<file path="config.mk">
export PLATFORM = sky130hd
export DESIGN_NAME = wb_trace_monitor
export DESIGN_NICKNAME = d
export VERILOG_FILES = /design/src/rtl/trace_pkg.sv /design/src/rtl/trace_fifo.sv /design/src/rtl/wb_trace_monitor.sv
export SDC_FILE = /design/constraint.sdc
export NUM_CORES = 1
export LEC_CHECK = 0
export ABC_AREA = 1
export CORE_AREA = 10 10 394 396
export CTS_BUF_LIST = sky130_fd_sc_hd__clkbuf_8
export CTS_CLUSTER_DIAMETER = 80
export DETAILED_ROUTE_END_ITERATION = 16
export DIE_AREA = 0 0 404 406
export GPL_TIMING_DRIVEN = 0
export SLEW_MARGIN = 25
export SYNTH_ARGS = -nofsm -noshare
export SYNTH_HDL_FRONTEND = slang
export SYNTH_SLANG_ARGS = --single-unit
</file>
<file path="constraint.sdc">
create_clock -name clk -period 6.7 [get_ports clk]
set_input_delay 1.005 -clock clk [delete_from_list [all_inputs] [get_ports clk]]
set_output_delay 1.005 -clock clk [all_outputs]
set_load 0.05 [all_outputs]
</file>
<file path="src/rtl/trace_pkg.sv">
// Shared types for the writeback trace monitor.
//   trace_state_t  : capture FSM states
//   trace_entry_t  : one trace record {rd, data, pc, seq} as stored in the FIFO
//   HALT_EBREAK    : default instruction word that ends capture (EBREAK)
// The record carries TRACE_XLEN-bit data/pc; the monitor converts its own
// XLEN-wide ports to and from this width.
package trace_pkg;

    localparam int          TRACE_XLEN  = 32;
    localparam logic [31:0] HALT_EBREAK = 32'h00100073;

    typedef enum logic [1:0] {
        ST_IDLE    = 2'd0,
        ST_CAPTURE = 2'd1,
        ST_DRAIN   = 2'd2,
        ST_DONE    = 2'd3
    } trace_state_t;

    typedef struct packed {
        logic [4:0]            rd;
        logic [TRACE_XLEN-1:0] data;
        logic [TRACE_XLEN-1:0] pc;
        logic [15:0]           seq;
    } trace_entry_t;

    localparam int TRACE_ENTRY_W = $bits(trace_entry_t);

endpackage

</file>
<file path="src/rtl/trace_fifo.sv">
// Synchronous FIFO holding trace records.
//   clk, resetn  : clock, asynchronous active-low reset (pointers/level only)
//   clear        : synchronous flush, wins over push/pop
//   push/wr_data : write request; accepted when not full, or when full and a
//                  pop is accepted in the same cycle
//   pop/rd_data  : read request (ignored when empty); rd_data shows the head
//                  combinationally so a push is visible the next cycle
//   full, empty, level : occupancy status (level is 0..DEPTH)
module trace_fifo #(
    parameter  int WIDTH = 8,
    parameter  int DEPTH = 16,
    localparam int AW    = $clog2(DEPTH),
    localparam int LW    = AW + 1
) (
    input  logic             clk,
    input  logic             resetn,
    input  logic             clear,
    input  logic             push,
    input  logic [WIDTH-1:0] wr_data,
    input  logic             pop,
    output logic [WIDTH-1:0] rd_data,
    output logic             full,
    output logic             empty,
    output logic [LW-1:0]    level
);

    logic [WIDTH-1:0] mem [DEPTH];
    logic [AW-1:0]    wr_ptr_reg;
    logic [AW-1:0]    rd_ptr_reg;
    logic [LW-1:0]    level_reg;
    logic             push_ok;
    logic             pop_ok;

    assign full    = (level_reg == LW'(DEPTH));
    assign empty   = (level_reg == '0);
    assign level   = level_reg;
    assign rd_data = mem[rd_ptr_reg];

    // A full FIFO can still accept a write when the head leaves in the same cycle.
    assign pop_ok  = pop && !empty;
    assign push_ok = push && (!full || pop_ok);

    // DEPTH is a power of two, so the pointers wrap on their own.
    always_ff @(posedge clk or negedge resetn) begin
        if (!resetn) begin
            wr_ptr_reg <= '0;
            rd_ptr_reg <= '0;
            level_reg  <= '0;
        end else if (clear) begin
            wr_ptr_reg <= '0;
            rd_ptr_reg <= '0;
            level_reg  <= '0;
        end else begin
            if (push_ok) wr_ptr_reg <= wr_ptr_reg + AW'(1);
            if (pop_ok)  rd_ptr_reg <= rd_ptr_reg + AW'(1);
            case ({push_ok, pop_ok})
                2'b10:   level_reg <= level_reg + LW'(1);
                2'b01:   level_reg <= level_reg - LW'(1);
                default: level_reg <= level_reg;
            endcase
        end
    end

    // Storage has no reset; pointers alone define what is valid.
    always_ff @(posedge clk) begin
        if (push_ok && !clear) mem[wr_ptr_reg] <= wr_data;
    end

endmodule

</file>
<file path="src/rtl/wb_trace_monitor.sv">
// Register-writeback trace monitor.
// Captures filtered writeback events into a FIFO while armed, stops on the
// halt instruction, then drains and reports done.
//   clk, resetn                 : clock, asynchronous active-low reset
//   enable, clear               : arm capture; synchronous flush to IDLE
//   wb_valid/wb_rd/wb_data/wb_pc: writeback event
//   instr_valid, instr          : decoded instruction (halt detection)
//   rd_mask                     : per-register trace enable
//   out_valid/out_ready/out_*   : trace readout (valid/ready)
//   halted, done, overflow, drop_count, level : status
module wb_trace_monitor
    import trace_pkg::*;
#(
    parameter  int          XLEN      = TRACE_XLEN,
    parameter  int          DEPTH     = 16,
    parameter  logic [31:0] HALT_INSN = HALT_EBREAK,
    localparam int          LW        = $clog2(DEPTH) + 1
) (
    input  logic            clk,
    input  logic            resetn,
    input  logic            enable,
    input  logic            clear,
    input  logic            wb_valid,
    input  logic [4:0]      wb_rd,
    input  logic [XLEN-1:0] wb_data,
    input  logic [XLEN-1:0] wb_pc,
    input  logic            instr_valid,
    input  logic [31:0]     instr,
    input  logic [31:0]     rd_mask,
    output logic            out_valid,
    input  logic            out_ready,
    output logic [4:0]      out_rd,
    output logic [XLEN-1:0] out_data,
    output logic [XLEN-1:0] out_pc,
    output logic [15:0]     out_seq,
    output logic            halted,
    output logic            done,
    output logic            overflow,
    output logic [15:0]     drop_count,
    output logic [LW-1:0]   level
);

    trace_state_t state_reg, state_next;
    logic [15:0]  seq_reg;
    logic [15:0]  drop_count_reg;
    logic         overflow_reg;
    logic         fifo_full, fifo_empty;
    logic         qualify, pop_fire, drop;
    logic         halt_seen;
    trace_entry_t push_entry, head_entry;

    assign halt_seen = instr_valid && (instr == HALT_INSN);
    assign qualify   = (state_reg == ST_CAPTURE) && wb_valid &&
                       (wb_rd != 5'd0) && rd_mask[wb_rd];
    assign pop_fire  = out_ready && !fifo_empty;
    // Only a full FIFO with no simultaneous pop loses the event.
    assign drop      = qualify && fifo_full && !pop_fire;

    always_comb begin
        push_entry      = '0;
        push_entry.rd   = wb_rd;
        push_entry.data = TRACE_XLEN'(wb_data);
        push_entry.pc   = TRACE_XLEN'(wb_pc);
        push_entry.seq  = seq_reg;
    end

    trace_fifo #(
        .WIDTH (TRACE_ENTRY_W),
        .DEPTH (DEPTH)
    ) u_fifo (
        .clk     (clk),
        .resetn  (resetn),
        .clear   (clear),
        .push    (qualify),
        .wr_data (push_entry),
        .pop     (out_ready),
        .rd_data (head_entry),
        .full    (fifo_full),
        .empty   (fifo_empty),
        .level   (level)
    );

    assign out_valid  = !fifo_empty;
    assign out_rd     = head_entry.rd;
    assign out_data   = XLEN'(head_entry.data);
    assign out_pc     = XLEN'(head_entry.pc);
    assign out_seq    = head_entry.seq;
    assign halted     = (state_reg == ST_DRAIN) || (state_reg == ST_DONE);
    assign done       = (state_reg == ST_DONE);
    assign overflow   = overflow_reg;
    assign drop_count = drop_count_reg;

    always_ff @(posedge clk or negedge resetn) begin
        if (!resetn) begin
            state_reg      <= ST_IDLE;
            seq_reg        <= '0;
            drop_count_reg <= '0;
            overflow_reg   <= 1'b0;
        end else if (clear) begin
            state_reg      <= ST_IDLE;
            seq_reg        <= '0;
            drop_count_reg <= '0;
            overflow_reg   <= 1'b0;
        end else begin
            state_reg <= state_next;
            // Dropped events still consume a sequence number so gaps reveal loss.
            if (qualify) seq_reg <= seq_reg + 16'd1;
            if (drop) begin
                overflow_reg <= 1'b1;
                if (drop_count_reg != 16'hFFFF) drop_count_reg <= drop_count_reg + 16'd1;
            end
        end
    end

    always_comb begin
        state_next = state_reg;
        case (state_reg)
            ST_IDLE:    if (enable) state_next = ST_CAPTURE;
            ST_CAPTURE: begin
                if (halt_seen)    state_next = ST_DRAIN;
                else if (!enable) state_next = ST_IDLE;
            end
            ST_DRAIN:   if (fifo_empty) state_next = ST_DONE;
            ST_DONE:    state_next = ST_DONE;
            default:    state_next = ST_IDLE;
        endcase
    end

endmodule

</file>
==> results of run 1 <==
worst max-delay path by stage:
stage	cells after the start	slack [ps]	startpoint	end
2_1_floorplan	15	390	wb_rd[0]	u_fifo.mem[12][0]
3_3_place_gp	13	-4840	wb_rd[1]	u_fifo.mem[7][35]
3_5_place_dp	11	1120	u_fifo.rd_ptr_reg[0]	out_rd[3]
4_1_cts	11	80	u_fifo.rd_ptr_reg[0]	out_rd[3]
5_1_grt	11	130	u_fifo.rd_ptr_reg[0]	out_rd[3]
6_report	11	200	u_fifo.rd_ptr_reg[0]	out_rd[3]
placed cells by master, fill, tap and decap left out, types with 5 or more instances in the layout:
cell type        instances
a21oi_1                 12
buf_1                   15
buf_12                  38
buf_16                  42
buf_2                   26
buf_6                    6
bufinv_16                7
clkbuf_1               239
clkbuf_2                14
clkbuf_8               222
clkdlybuf4s50_1        247
clkinv_1                62
clkinv_2                22
dfrtp_1                 48
diode_2                  7
edfxtp_1              1360
ha_1                    10
inv_1                  125
nand2_1                234
nand3_1                162
nand4_1                 15
nor2_1                 724
nor2_4                  18
nor3_1                  12
nor4_1                  12
o211ai_1                71
o21ai_0                691
o21ai_1                  9
o221ai_1               269
o22ai_1                 71
xnor2_1                  5
xor2_1                  21
power by group through the flow:
stage | Clock, mW | Sequential [mW] | Combinational (mW)
after global routing | 7.31 | 9.68 | 8.74
after detailed placement | 0 | 9.86 | 8.15
after CTS | 6.92 | 9.68 | 8.17
after global placement | 0 | 9.86 | 7.96
after floorplan | 0 | 9.89 | 4.55
final | 6.81 | 9.68 | 8.20
per-stage QoR:
step,hold WS [ps],utilization [%],instances,TNS [ps],setup slack [ps]
global route,440,45.3,6787,0,134
floorplan,557,-,4125,0,388
detailed placement,509,42.6,6386,0,1120
finish,474,45.4,6793,0,202
CTS,380,45.3,6786,0,83.4
global placement,521,41.2,6304,-6084540,-4840
logic make-up after synthesis:
family,Yosys count
fa+ha+maj,11
compound gates,1130
simple gates,1190
flops,1408
buf+inv,360
xor+xnor,26
metal layers:
layer | global-route usage (%) | vias up | share of wire, %
met5 | 0 | - | 0
met4 | 7.41 | 0 | 3.1
met3 | 4.65 | 299 | 9.4
met2 | 33.2 | 1920 | 47
met1 | 27.4 | 19000 | 40
li1 | - | 16900 | -
layout make-up:
cell class                 count  area (µm²)  area share, %
antenna                        7        17.5         0.0263
buffer                       300        1220           1.83
clock buffer                 222        3060           4.58
clock inverter               177        1020           1.52
inverter                      60         230          0.345
multi-input combinational   2357       12300           18.4
sequential                  1408       42000           63.0
tap                         1930        2410           3.62
timing repair buffer         332        4440           6.65
timing repair:
item,4_1_cts,5_1_grt
hold endpoints to repair,10,0
hold buffers,1,0
setup buffers,0,0
==> impl.org, run 1 <==
** Placement
- Once placement finished, the instance area stood at 62,600 µm².
- Post-DP HPWL :: 119 mm
- Final weighted congestion in routability-driven placement :: about 0.8
- Count of port buffers added during placement :: 249

** Die
- Die extent in y :: 406 µm
- I/O pin cnt :: 250
- After floorplanning, the core was divided into approximately 140 placement rows.
- The region available for standard cell placement spans 147,000 µm².
- Die span in x :: around 400 µm
- The floorplan step defined a die boundary enclosing 164,000 µm².
- For this configuration, the core starts out at a cell density of 37.8%.

** Yosys
- Synthesis produced a netlist with a net count of 4,276.
- Number of distinct library cells after synthesis :: 42
- Netlist Area Pre-Place :: 55,600 µm²
- A synthesized cell averages ~13 µm².
- Cell type contributing the most total cell area after synthesis :: edfxtp_1
- Synthesized-area fraction occupied by ao, oa, aoi and oai cells :: 12.5%
- Async set-or-reset flop fraction in the synthesized netlist :: roughly 3.4%
- By area, the combinational part of the netlist is dominated by compound AO/OA/AOI/OAI gates.
- Proportion of synthesized area in mux cells :: 0%
- Among all cell types in the netlist, the one instantiated most often is edfxtp_1.
- Of the total synthesized cell area, the portion taken by full adders, half adders and majority gates is less than 1%.
- Area share of and/or/nand/nor cells after synthesis :: 8.70%
- In the post-synthesis netlist, the biggest area contributors are edfxtp_1 (73%), o21ai_0 (6.2%), nor2_1 (5.0%).
- In this run, synthesis inferred 1,360 flip-flops with an integrated enable.
- After Yosys synthesis, XOR and XNOR cells account for 0.409% of the synthesized area.
- Warnings, synthesis :: 0
- By count the netlist is led by edfxtp_1 (1,360), nor2_1 (740), o21ai_0 (691).
- Flip-flop cell with the highest count after synthesis :: edfxtp_1
- For this run, the register share of the synthesized area comes to about three quarters.
- Number of instances in the synthesized netlist :: 4,125
- In this run, synthesis produced a sequential element count of 1,408.
- After synthesis, the largest area contributor takes up 73.4% of total cell area.

** Setup path
- STA classifies the critical path endpoint as an output pin.
- In this run the critical register-to-register path is launched from u_fifo.level[3].
- For the worst setup path, the data arrival time is 5490 ps.
- On the critical path the largest part of the delay comes from buffers and inverters.
- The signal on the critical path passes through buf_2 -> buf_2 -> clkinv_1 -> buf_2 -> buf_2 -> buf_2 -> nor2_1 -> o221ai_1 -> nand3_1 -> nand2_1 -> clkdlybuf4s50_1.
- CP Buf/Inv Count :: 7
- The slowest stage of the critical path belongs to the cell clkdlybuf4s50_1.
- Path type of the worst setup path :: reg2out
- The worst setup path is launched from a flip-flop.
- Endpoint of the worst register-to-register path :: u_fifo.level[4]
- For this run, the slowest stage of the critical path takes ~840 ps.
- Worst setup slack for register-to-register paths :: 3460 ps
- Along the worst path, the maximum fanout reaches 11.
- Crit path required time :: 5690 ps
- Worst Reg2Reg Path Length in Cells :: 15
- Counting stages on the worst path, the most repeated cell is buf_2.

** Global route
- First-pass GRT wire length :: ~250 mm
- Global routing finished with a remaining overflow of 0.
- The initial antenna violation count was 11.
- Maximum number of pins on one net before global-route repair :: 39
- Global routing used 20.6% of the available tracks across all layers.
- The via count of the first global-routing pass was 37,300.

** Clock tree
- For this design, the sink count on the clock tree is 1,408.
- Worst-Skew Late Latency :: 960 ps
- Number of CTS-inserted buffers :: 219
- After clock tree synthesis, the clock-pin slew on the worst setup and hold paths is 60 ps.
- Clock root buffer master :: clkbuf_8
- CTS tree :: yes
- Counting along the longest clock path gives a buffer depth of 3.
- Number of levels the H-tree was split into :: 4
- Post-cts repair resize count :: 0

** Finish
- After filler insertion, the fill cell instance count of the layout stands at 13,300.
- Max reg flops :: about 1,400
- The area growth from synthesis to layout is 19.9%.
- Final non-filler cell area :: 66,700 µm²
- Total number of nets in the final design :: around 4,800
- Fraction of final layout cells with drive strength greater than 1 :: 8.90%

** Routing
- Once detail routing completed, the nets flagged for antenna violations numbered 0.
- After detailed routing, the total wire length is about 170 mm.
- The detailed router placed 38,000 vias in this run.
- The pre-antenna-repair detailed-routing pass consisted of 8 iterations.
- Number of DRC markers after the initial detailed-route iteration :: 4,330
- Routed length per placed instance :: 25.6 µm
- Average via count per standard cell :: 5.60
- Drt drc :: 0

** Worst hold path
- The worst hold path belongs to the class in2async.

** Timing
- In this run the tightest slew margin relative to its limit is 26.6%.
- Setup-violating endpoint count in the final report :: 0
- The worst path uses slightly below 100% of the clock period.
- Based on the critical path, the design can be clocked at up to 154 MHz.
- The number of slew-limit violations in the final report was 0.
- On the final layout, the worst clock skew is 53.8 ps.
- Unrepaired setup endpoints after global routing :: no
- The worst path needs 6500 ps of the cycle, external delays included.
- The final number of hold-violating endpoints is 0.
- Pin slew with the least headroom to its limit :: 1100 ps

** Pwr
- Maximum vdd drop :: 0.218 mV
- The design draws 24.7 mW.
- For this design the static power due to leakage is 21.8 nW.
- Summed over all nets, the switching power comes to 9.51 mW.
- Share of total power consumed by net switching :: 38.5%
- For this design the ratio of total power to cell area is 370 nW/µm².
- Cell-internal power :: 15.2 mW
- Sequential Power Share :: around 39%
- Gate power share :: 33.2%
- Relative contribution of the clock network to total power :: 27.6%

** Job
- Reported max-cap violation count :: 0

** Status
- Status :: complete, no violations
Note: power is estimated with default switching activity, not from simulation.
==> inputs of run 2 (changes only) <==
SETUP_SLACK_MARGIN = 0.3   (was default)
==> run 2 against run 1 <==
Compared with the run above:
- hold slack improved by 1.3 ps
- total power barely moved
- clock skew rose by 5.2 ps
- sequential share of layout area barely moved
- sequential power hardly changed
- count of clock-buffer cells in the layout is the same
- setup slack better by 290 ps
- global-route usage unchanged
- via count hardly changed
- routed wire length about the same
- largest cell class unchanged
==> impl.org, run 2 (synthesized netlist as in run 1, its figures left out) <==
** Status
- Status :: complete, no violations

** Routing
- The detailed router placed between 30,000 and 40,000 vias in this run.
- The routed design has 174 mm of wire.
- After the first detailed-routing iteration, the DRC count stood at 4,345.
- Routed length per placed instance :: 25.6 µm
- The pre-antenna-repair detailed-routing pass consisted of 9 iterations.
- In this run the remaining antenna-violating nets after routing total 0.
- Average via count per standard cell :: about 5.6
- For this run, design rule violations remaining after detail routing come to 0.

** Clock tree
- Clock slew at reported path FFs :: around 60 ps
- The number of setup buffers added after CTS is 0.
- Maximum clock insertion buffer count :: 3
- Worst-Skew Late Latency :: about 960 ps
- CTS tree :: yes
- Clock tree sinks :: 1,408
- Number of CTS-inserted buffers :: about 220
- The tree is rooted in a clkbuf_8.
- Number of levels the H-tree was split into :: 4

** Worst hold path
- The worst hold path belongs to the class in2async.

** Setup path
- The worst register-to-register path begins at u_fifo.level[3].
- Endpoint of the worst register-to-register path :: u_fifo.level[4]
- Data on the critical path is required at its endpoint by between 5000 and 6000 ps.
- Worst Path Max Fanout :: 11
- The worst register-to-register path has a depth of 15.
- Slowest stage delay, CP :: ~840 ps
- CP endpoint kind :: output pin
- The critical path is of the reg2out type.
- Crit-path slowest cell :: clkdlybuf4s50_1
- Data arrival time of the critical path :: 5200 ps
- Counting stages on the worst path, the most repeated cell is buf_2.
- For flop-to-flop paths, the worst setup slack is between 3000 and 4000 ps.
- Walking the worst path, the cells encountered are buf_2 -> buf_2 -> clkinv_1 -> buf_2 -> buf_4 -> buf_2 -> nor2_1 -> o221ai_1 -> nand3_1 -> nand2_1 -> clkdlybuf4s50_1.
- STA classifies the critical path startpoint as a flip-flop.

** Pwr
- Leakage dissipation :: 21.8 nW
- Maximum vdd drop :: roughly 0.22 mV
- Power per unit of standard cell area :: roughly 370 nW/µm²

** Finish
- Max reg flops :: 1,360
- Fraction of final layout cells with drive strength greater than 1 :: 8.90%
- Total number of nets in the final design :: around 4,800
- Relative to the synthesized area, the layout overhead comes to 19.9%.
- Commonest non-fill, non-tap cell in the layout :: edfxtp_1
- Count of filler cells inserted in the layout :: between 10,000 and 15,000
- Most frequent cells in the layout :: edfxtp_1 (1,360), nor2_1 (724), o21ai_0 (691), o221ai_1 (269), clkdlybuf4s50_1 (247)
- For this run, the number of standard cells in the final layout without fillers is 6,794.

** Global route
- GRT overflow :: 0
- Entering global routing, the biggest net connects 39 pins.
- The initial antenna violation count is 11.
- Number of global-route vias before repair :: around 37,000
- Total routing usage reported by global routing :: 20.6%
- First-pass GRT wire length :: 252 mm

** Timing
- Setup repair after global routing left no endpoint under its margin.
- Final number of hold-violating endpoints :: 0
- Setup-violating endpoint count in the final report :: 0
- Clock period minus worst slack :: between 6000 and 7000 ps
- Number of pins with negative max-slew slack in the final report :: 0
- Clk_skew :: between 50 and 60 ps
- Period utilisation layout :: 92.7%
- Pin slew with the least headroom to its limit :: 1110 ps
- Final hold slack :: 476 ps
- Headroom to the max-slew limit came out at between 20 and 30%.
- Timing would allow up to ~160 MHz.

** Placement
- Final weighted congestion in routability-driven placement :: 0.816
- After detailed placement, the design holds a cell count of 6,386.
- Count of port buffers added during placement :: 249
- Post-DP HPWL :: 119 mm

** Die
- Die extent in y :: 406 µm
- The floorplan has between 100 and 150 rows.
- Die span in x :: 404 µm
- For this configuration, the core starts out at a cell density of a little under two fifths.
- Area of the die :: 164,000 µm²
- The core region is ~150,000 µm².
- I/O pin cnt :: 250

** Job
- Reported max-cap violation count :: 0
## run 2: timing repair
item,4_1_cts,5_1_grt
setup endpoints to repair,7,0
gates resized for setup,1,0
hold buffers,1,0
hold endpoints to repair,10,0
## run 2: routing by layer
layer	wire [µm]	share of wire (%)	vias up	GRT usage (%)
li1	-	-	16900	-
met1	70300	40	18900	27.4
met2	81900	47	1905	33.2
met3	16600	9.5	298	4.65
met4	5390	3.1	0	7.41
met5	0	0	-	0
## run 2: critical path, delay by kind of cell, from the launching register on
kind	cells	cell delay, ps
AOI/OAI and AO/OA	1	510
DFF	1	370
and+or+nand+nor	3	360
buffers and inverters	7	2980
## run 2: per-stage QoR
| stage | utilization, % | total power [mW] | instance area (µm²) | TNS, ps | setup WS [ps] |
|---|---|---|---|---|---|
| 6_report | 45.4 | 24.7 | 66700 | 0 | 492 |
| 5_1_grt | 45.3 | 25.7 | 66700 | 0 | 418 |
| 4_1_cts | 45.3 | 24.8 | 66700 | 0 | 379 |
| 3_5_place_dp | 42.6 | 18.0 | 62600 | 0 | 1120 |
| 3_3_place_gp | 41.2 | 17.8 | 60600 | -6084540 | -4840 |
| 2_1_floorplan | - | 14.4 | 55600 | 0 | 388 |
## run 2: worst max path at each step
stage	depth (start not counted)	end	from	slack (ps)
floorplan	15	u_fifo.mem[12][0]	wb_rd[0]	390
global placement	13	u_fifo.mem[7][35]	wb_rd[1]	-4840
detailed placement	11	out_rd[3]	u_fifo.rd_ptr_reg[0]	1120
CTS	11	out_rd[3]	u_fifo.rd_ptr_reg[0]	380
global route	11	out_rd[3]	u_fifo.rd_ptr_reg[0]	420
finish	11	out_rd[3]	u_fifo.rd_ptr_reg[0]	490
## run 2: cell type report
cell class	instances	area, µm²	area share [%]
Inverter	60	230	0.345
Sequential cell	1408	42000	63.0
Clock buffer	222	3060	4.58
Timing Repair Buffer	332	4440	6.65
Multi-Input combinational cell	2357	12300	18.4
Clock inverter	177	1020	1.52
Buffer	300	1220	1.83
Antenna cell	8	20.0	0.0300
Tap cell	1930	2410	3.62
## run 2: report_power, final
| part | switching, mW | internal, mW | leakage, nW | total (mW) |
|---|---|---|---|---|
| logic | 6.05 | 2.14 | 6.50 | 8.20 |
| clock network | 3.43 | 3.38 | 2.35 | 6.81 |
| registers | 0.0232 | 9.65 | 13.0 | 9.68 |
